--- src/rtl/memory_access_controller.sv ---
// memory_access_controller
// Sequences one word-aligned CPU read or write at a time onto the memory bus.
// An access ends either after a fixed number of cycles, or on MEM_ACK_In with
// a timeout. Completion is reported to the CPU with a one-cycle DONE pulse.
// Failed accesses (misaligned address or timeout) also pulse ERR with DONE.
// Every output is decoded from the state register and the capture registers.
// No output depends combinationally on an input.
module memory_access_controller #(
    parameter int DATAWIDTH_BUS  = 32,
    parameter int USE_ACK        = 0,
    parameter int WAIT_CYCLES    = 1,
    parameter int TIMEOUT_CYCLES = 16
) (
    input  logic                     MEMORY_ACCESS_CONTROLLER_CLOCK_50,
    input  logic                     MEMORY_ACCESS_CONTROLLER_RESET_InHigh,
    input  logic                     CPU_REQ_In,
    input  logic                     CPU_WE_In,
    input  logic [DATAWIDTH_BUS-1:0] CPU_ADDRESS_InBUS,
    input  logic [DATAWIDTH_BUS-1:0] CPU_data_InBUS,
    output logic                     CPU_READY_Out,
    output logic                     CPU_DONE_Out,
    output logic                     CPU_ERR_Out,
    output logic [DATAWIDTH_BUS-1:0] CPU_data_OutBUS,
    output logic [DATAWIDTH_BUS-1:0] MEM_ADDRESS_OutBUS,
    output logic [DATAWIDTH_BUS-1:0] MEM_data_OutBUS,
    output logic                     MEM_RD_Out,
    output logic                     MEM_WR_Out,
    input  logic [DATAWIDTH_BUS-1:0] MEM_data_InBUS,
    input  logic                     MEM_ACK_In
);

    typedef enum logic [1:0] {
        S_IDLE   = 2'd0,
        S_ACCESS = 2'd1,
        S_DONE   = 2'd2,
        S_ERR    = 2'd3
    } state_t;

    localparam logic       ACK_MODE    = (USE_ACK != 0);
    localparam logic [7:0] WAIT_LAST   = 8'(WAIT_CYCLES);
    localparam logic [7:0] TIMEOUT_LST = 8'(TIMEOUT_CYCLES);

    state_t                   r_state;
    logic                     r_we;
    logic [DATAWIDTH_BUS-1:0] r_addr;
    logic [DATAWIDTH_BUS-1:0] r_wdata;
    logic [DATAWIDTH_BUS-1:0] r_rdata;
    logic [7:0]               r_cnt;

    // r_cnt holds the number of ACCESS cycles already completed.
    // w_cnt_cur is therefore the 1-based index of the current ACCESS cycle.
    logic [7:0] w_cnt_cur;
    logic       w_finish;
    logic       w_timeout;
    logic       w_misaligned;

    assign w_cnt_cur    = r_cnt + 8'd1;
    assign w_misaligned = (CPU_ADDRESS_InBUS[1:0] != 2'b00);
    assign w_finish     = ACK_MODE ? MEM_ACK_In : (w_cnt_cur == WAIT_LAST);
    assign w_timeout    = ACK_MODE && (w_cnt_cur == TIMEOUT_LST);

    // Request capture, access sequencing and read-data latch.
    always_ff @(posedge MEMORY_ACCESS_CONTROLLER_CLOCK_50) begin
        if (MEMORY_ACCESS_CONTROLLER_RESET_InHigh) begin
            r_state <= S_IDLE;
            r_we    <= 1'b0;
            r_addr  <= '0;
            r_wdata <= '0;
            r_rdata <= '0;
            r_cnt   <= 8'd0;
        end else begin
            case (r_state)
                S_IDLE: begin
                    if (CPU_REQ_In) begin
                        r_we    <= CPU_WE_In;
                        r_addr  <= CPU_ADDRESS_InBUS;
                        r_wdata <= CPU_data_InBUS;
                        r_cnt   <= 8'd0;
                        r_state <= w_misaligned ? S_ERR : S_ACCESS;
                    end
                end
                S_ACCESS: begin
                    r_cnt <= w_cnt_cur;
                    // An acknowledge takes priority over a coincident timeout.
                    if (w_finish) begin
                        if (!r_we) begin
                            r_rdata <= MEM_data_InBUS;
                        end
                        r_state <= S_DONE;
                    end else if (w_timeout) begin
                        r_state <= S_ERR;
                    end
                end
                S_DONE:  r_state <= S_IDLE;
                S_ERR:   r_state <= S_IDLE;
                default: r_state <= S_IDLE;
            endcase
        end
    end

    assign CPU_READY_Out      = (r_state == S_IDLE);
    assign CPU_DONE_Out       = (r_state == S_DONE) || (r_state == S_ERR);
    assign CPU_ERR_Out        = (r_state == S_ERR);
    assign CPU_data_OutBUS    = r_rdata;
    assign MEM_ADDRESS_OutBUS = r_addr;
    assign MEM_data_OutBUS    = r_wdata;
    assign MEM_RD_Out         = (r_state == S_ACCESS) && !r_we;
    assign MEM_WR_Out         = (r_state == S_ACCESS) && r_we;

endmodule

--- config.mk ---
export PLATFORM = sky130hd
export DESIGN_NAME = memory_access_controller
export DESIGN_NICKNAME = d
export VERILOG_FILES = /design/src/rtl/memory_access_controller.sv
export SDC_FILE = /design/constraint.sdc
export NUM_CORES = 1
export LEC_CHECK = 0
export ABC_AREA = 1
export CORE_MARGIN = 1
export CORE_UTILIZATION = 38
export DETAILED_ROUTE_END_ITERATION = 8
export HOLD_SLACK_MARGIN = 0.06
export PLACE_DENSITY = 0.74
export SYNTH_ARGS = -nofsm -noshare
export SYNTH_HDL_FRONTEND = slang
export SYNTH_SLANG_ARGS = --single-unit
--- constraint.sdc ---
create_clock -name MEMORY_ACCESS_CONTROLLER_CLOCK_50 -period 1.84 [get_ports MEMORY_ACCESS_CONTROLLER_CLOCK_50]
set_clock_uncertainty 0.2 [all_clocks]
set_input_delay 0.276 -clock MEMORY_ACCESS_CONTROLLER_CLOCK_50 [delete_from_list [all_inputs] [get_ports MEMORY_ACCESS_CONTROLLER_CLOCK_50]]
set_output_delay 0.276 -clock MEMORY_ACCESS_CONTROLLER_CLOCK_50 [all_outputs]
set_load 0.005 [all_outputs]
# Yosys cells after proc, flatten, opt, wreduce, memory -nomap -nowiden
# Cells that the tools add are included.
[op_classes] addsub=1 n_bitwise=1 reduce_logical=12 eq_ne=6 mux=6
[op_table] op="$pmux W8 S2" count=1
[op_table] op="$add A8 B1 Y8 const B" count=1
[op_table] op="$eq A8 B1 Y1 const B" count=1
[op_table] op="$mux W8" count=1
[op_table] op="$mux W2" count=3
[op_table] op="$pmux W2 S3" count=1
[op_table] op="$reduce_and A2 Y1" count=3
[op_table] op="$eq A2 B2 Y1 const B" count=2
[op_table] op="$ne A2 B2 Y1 const B" count=2
[op_table] op="$reduce_bool A2 Y1" count=2
[op_table] op="$reduce_and A3 Y1" count=1
[op_table] op="$eq A2 B1 Y1 const B" count=1
[op_table] op="$logic_and A1 B1 Y1" count=2
[op_table] op="$logic_not A2 Y1" count=1
[op_table] op="$reduce_or A2 Y1" count=1
[op_table] op="$logic_not A1 Y1" count=1
[op_table] op="$logic_or A1 B1 Y1" count=1
[op_table] op="$not A1 Y1" count=1
[totals] in_bits=101 out_inout_bits=101 regBits=107 word_cells=32

# Logic depth before layout (Yosys ltp)
[logic_depth] word_depth=4 ltp_mapped=12 ltp_nobuf=11

# Worst setup path after synthesis
# OpenSTA, ideal clock, no wires.
[synth_timing] path_type="flip-flop to flip-flop" from="register r_cnt[1]" to="register r_rdata[11] (netlist: CPU_data_OutBUS[11])" path_buffers=1 setup_slack_ps=63 stages_incl_launch_ff=11 setup_time_ps=64 arrival_time_ps=1513 period_less_slack_ps=1777 t_required_ps=1576 cell_sequence="dfxtp_1 > ha_1 > nand2_2 > o21bai_2 > nand2_2 > nor2_2 > nand4_2 > buf_6 > nand2_2 > inv_1 > nor2_1"
[synth_between] elab_chain_cells=3
[synth_rtl] element="start, declared" line="48" text="logic [7:0] r_cnt;"
[synth_rtl] element="start signal, assigned" line="83" text="r_cnt <= w_cnt_cur;"
[synth_rtl] element="$add A8 B1 Y8" line="57" text="assign w_cnt_cur = r_cnt + 8'd1;"
[synth_rtl] element="$eq A8 B1 Y1" line="59" text="assign w_finish = ACK_MODE ? MEM_ACK_In : (w_cnt_cur == WAIT_LAST);"
[synth_rtl] element="$reduce_and A3 Y1 (no source line)"
[synth_rtl] element="end signal, assigned" line="87" text="r_rdata <= MEM_data_InBUS;"
[synth_rtl] element="end, declared" line="47" text="logic [DATAWIDTH_BUS-1:0] r_rdata;"
# Every way passes these cells.
# A chain may end at the register's enable or synchronous reset.

# Worst setup path after layout
[layout_timing] from="register r_cnt[1]" to="register r_rdata[12] (netlist: CPU_data_OutBUS[12])"
# The elaborated chain is that of the path after synthesis.

==> run_results.csv <==
group,metric,value,unit
critical_path,path_delay_family,"simple AND/OR/NAND/NOR gates",
timing,drv_slew,0,
cts,clk_latency,0.35,ns
logic_synthesis,synth_most_common_cell,"nor2_1",
timing,fmax,519.1,MHz
critical_path,cp-start-kind,"flop",
cts,cts_buffers,9,
logic_synthesis,synth_area_leaders,"dfxtp_1, nor2_1, inv_1",
timing,worst_slew_pin_slew,0.6107,ns
logic_synthesis,ys.flop_type,"dfxtp_1",
logic_synthesis,synth-xor-area-share,0,%
global_route,antenna_found_initial,0,
die,ios,202,
logic_synthesis,yosysTopAreaCell,"dfxtp_1",
placement,place.gp.congestion,0.7764,
critical_path,r2r_start,"r_cnt[1]",
logic_synthesis,synthesis.nets,762,
logic_synthesis,ys_async_sr_fraction,0,%
logic_synthesis,yosys-mux-area-fraction,0,%
die,start_util,39.54,%
logic_synthesis,synthSimpleGateAreaFrac,29.78,%
job,cap_violations,0,
cts,clock_path_buffers,2,
power,p_total,0.006169,W
timing,period_needed,1.926,ns
logic_synthesis,ys_ff_latch,107,
critical_path,cpPeakStageDelay,0.36,ns
global_route,first_global_vias,4512,
route,routed_wl,14050,um
timing,hold_viol,0,
power,ir_drop,0.5549,mV
route,detail_route.iter0.violations,261,
placement,io_buffers,200,
final_layout,fin_nets,960,
logic_synthesis,ys_warn_count,0,
logic_synthesis,synth_top_area_share,46.65,%
logic_synthesis,synth_compound_area_share,8.992,%
die,core,11610,um^2
route,vias,4741,
timing,rsz0062_at_grt,"yes",
power,p_leak,3.233,nW
cts,cts_tree,"built",
global_route,grt_max_degree,78,
critical_path,crit_top_cell,"nand2_2",
global_route,overflow,0,
critical_path,cp-end-kind,"flop",
global_route,grt_pass1_wl,20840,um
critical_path,crit_required,1.89,ns
final_layout,num_antenna_cells,0,
critical_path,reg2reg_depth,12,
route,drc,12,
cts,cts_htree_levels,3,
power,p_per_area,837.1,nW/um^2
placement,place_ws,-0.05491,ns
logic_synthesis,ys_seq_area_share,46.65,%
logic_synthesis,avgSynthCellArea,6.968,um^2
global_route,track_usage,20.76,%
final_layout,drive_gt1_share,11.14,%
timing,max_slew_margin,59.13,%
final_layout,post-route-util,63.46,%
logic_synthesis,synthAdderAreaFrac,0.5450,%
cts,clkSinkCount,107,
outcome,violations,"DRC, setup timing",
timing,period_share,104.7,%
die,die_height,111.9,um
logic_synthesis,syn_area,4592,um^2
logic_synthesis,synth_top_family_by_area,"simple AND/OR/NAND/NOR gates",
final_layout,syn2layout_area_growth,60.49,%
die,die-area,12530,um^2
logic_synthesis,synth_cells,659,
worst_hold_path,hold_path_end,"MEM_ADDRESS_OutBUS[13]",
outcome,status,"complete, but fails checks",
critical_path,worstPathMaxFanout,8,
critical_path,crit_buf_inv,2,
worst_hold_path,hp-class,"flop to flop",
cts,cts_root_buffer,"clkbuf_16",
logic_synthesis,synth_edf_count,0,
worst_hold_path,hold_path_startpoint,"MEM_ADDRESS_OutBUS[13]",
timing,setup_viol,33,
route,viasPerCell,4.717,
critical_path,r2r_end,"CPU_data_OutBUS[12]",
critical_path,cp_cell_sequence,"ha_4 > nand3_2 > nand2_2 > nand2_2 > nor2_2 > nand2_2 > nor2_4 > buf_6 > clkbuf_16 > nand4_1 > nand2_1 > nor2_1",
critical_path,crit_slowest_cell,"dfxtp_2",
die,num_rows,39,
critical_path,reg2reg_slack,-0.09,ns
worst_hold_path,min_path_cells,2,
logic_synthesis,synth_common_cells,"nor2_1, inv_1, dfxtp_1",
critical_path,critical_path_class,"flop to flop",
timing,timing.final.ws_setup,-0.08645,ns
logic_synthesis,synth.distinct_cells,25,
placement,placed_cells,978,
timing,whs,0.2813,ns
route,ant_nets,0,
final_layout,final_cell_count_no_fill,1005,
critical_path,arrival,1.97,ns
placement,hpwl,8950,um
route,dr.pass1.iters,7,
cts,clk_pin_slew,0.07,ns
die,fp.dieW,111.9,um
route,wl_per_cell,13.98,um
[sequential cells by signal, summed over array words and instances (netlist names)]
signal              flops
CPU_data_OutBUS        32
MEM_ADDRESS_OutBUS     32
MEM_data_OutBUS        32
r_cnt                   8
r_state                 2
r_we                    1
[metrics by stage]
step	setup TNS [ns]	area, um^2
after CTS	-1.212	7113
after floorplan	0	4592
after global routing	-4.990	7370
after global placement	0	6734
after detailed placement	-0.1968	6734
final	-1.668	7370
[kinds of logic (layout without fill, tap and decap cells)]
group,Yosys count,after routing
flops,107,107
simple gates,317,317
buf+inv,153,356
compound gates,80,80
fa+ha+maj,2,2
[routing by layer]
| metal | GRT usage, % | routed length, um | part of all wire (%) |
|---|---|---|---|
| met4 | 7.928 | 157 | 1.1 |
| met5 | 0 | 0 | 0 |
| met2 | 35.98 | 6905 | 49 |
| met1 | 23.42 | 5630 | 40 |
| met3 | 7.131 | 1353 | 9.6 |
[where the power goes]
group          switching (W)  total, W  internal (W)
combinational       0.000617   0.00142      0.000801
clock               0.000873   0.00211       0.00124
sequential          0.000114   0.00264       0.00253
total                0.00160   0.00617       0.00456
[worst register-to-register path, stage by stage, from the launching register on]
cell       delay (ns)
dfxtp_2          0.36
ha_4             0.18
nand3_2          0.09
nand2_2          0.10
nand2_2          0.06
nor2_2           0.11
nand2_2          0.07
nor2_4           0.15
buf_6            0.15
clkbuf_16        0.15
nand4_1          0.08
nand2_1          0.09
nor2_1           0.04
[final cells by class]
type | count | area [um^2]
Fill cell | 989 | 4244
Multi-Input combinational cell | 399 | 1916
Clock inverter | 5 | 83.83
Inverter | 114 | 430.4
Timing Repair Buffer | 226 | 2362
Tap cell | 143 | 178.9
Clock buffer | 11 | 242.7
Sequential cell | 107 | 2156
[worst max-delay path by stage]
stage          cells after the start        from  slack [ns]             endpoint
3_3_place_gp                       6  CPU_REQ_In        0.03             r_cnt[0]
3_5_place_dp                       6  CPU_REQ_In       -0.05             r_cnt[0]
5_1_grt                           11    r_cnt[1]       -0.17  CPU_data_OutBUS[19]
2_1_floorplan                     10    r_cnt[1]        0.06  CPU_data_OutBUS[11]
4_1_cts                           12    r_cnt[0]       -0.09  CPU_data_OutBUS[19]
6_report                          12    r_cnt[1]       -0.09  CPU_data_OutBUS[12]
[cell usage in the layout (no fill, tap or decap), types with 2 or more instances in the layout]
cell type / count
ha_4: 2
nor2_4: 3
buf_4: 11
nor2_1: 162
nor2_2: 7
nand2_2: 19
o21ai_0: 66
bufinv_16: 2
dfxtp_1: 100
nand4_1: 34
clkbuf_16: 14
dfxtp_2: 5
buf_12: 6
inv_1: 108
a21oi_1: 10
inv_2: 5
nand2_4: 3
buf_6: 4
clkinvlp_4: 2
dfxtp_4: 2
nand2_1: 77
clkdlybuf4s50_1: 196
clkbuf_2: 2
dlygate4sd2_1: 2
nand3_1: 8
[timing repair]
action / 4_1_cts / 5_1_grt
cloned: 1 / 7
hold buffers: 0 / 0
resized for setup: 16 / 34
setup buffers: 1 / 3
endpoints found under the setup margin: 34 / 36
pin swaps: 0 / 25
Power figures use the tool's default switching activity.
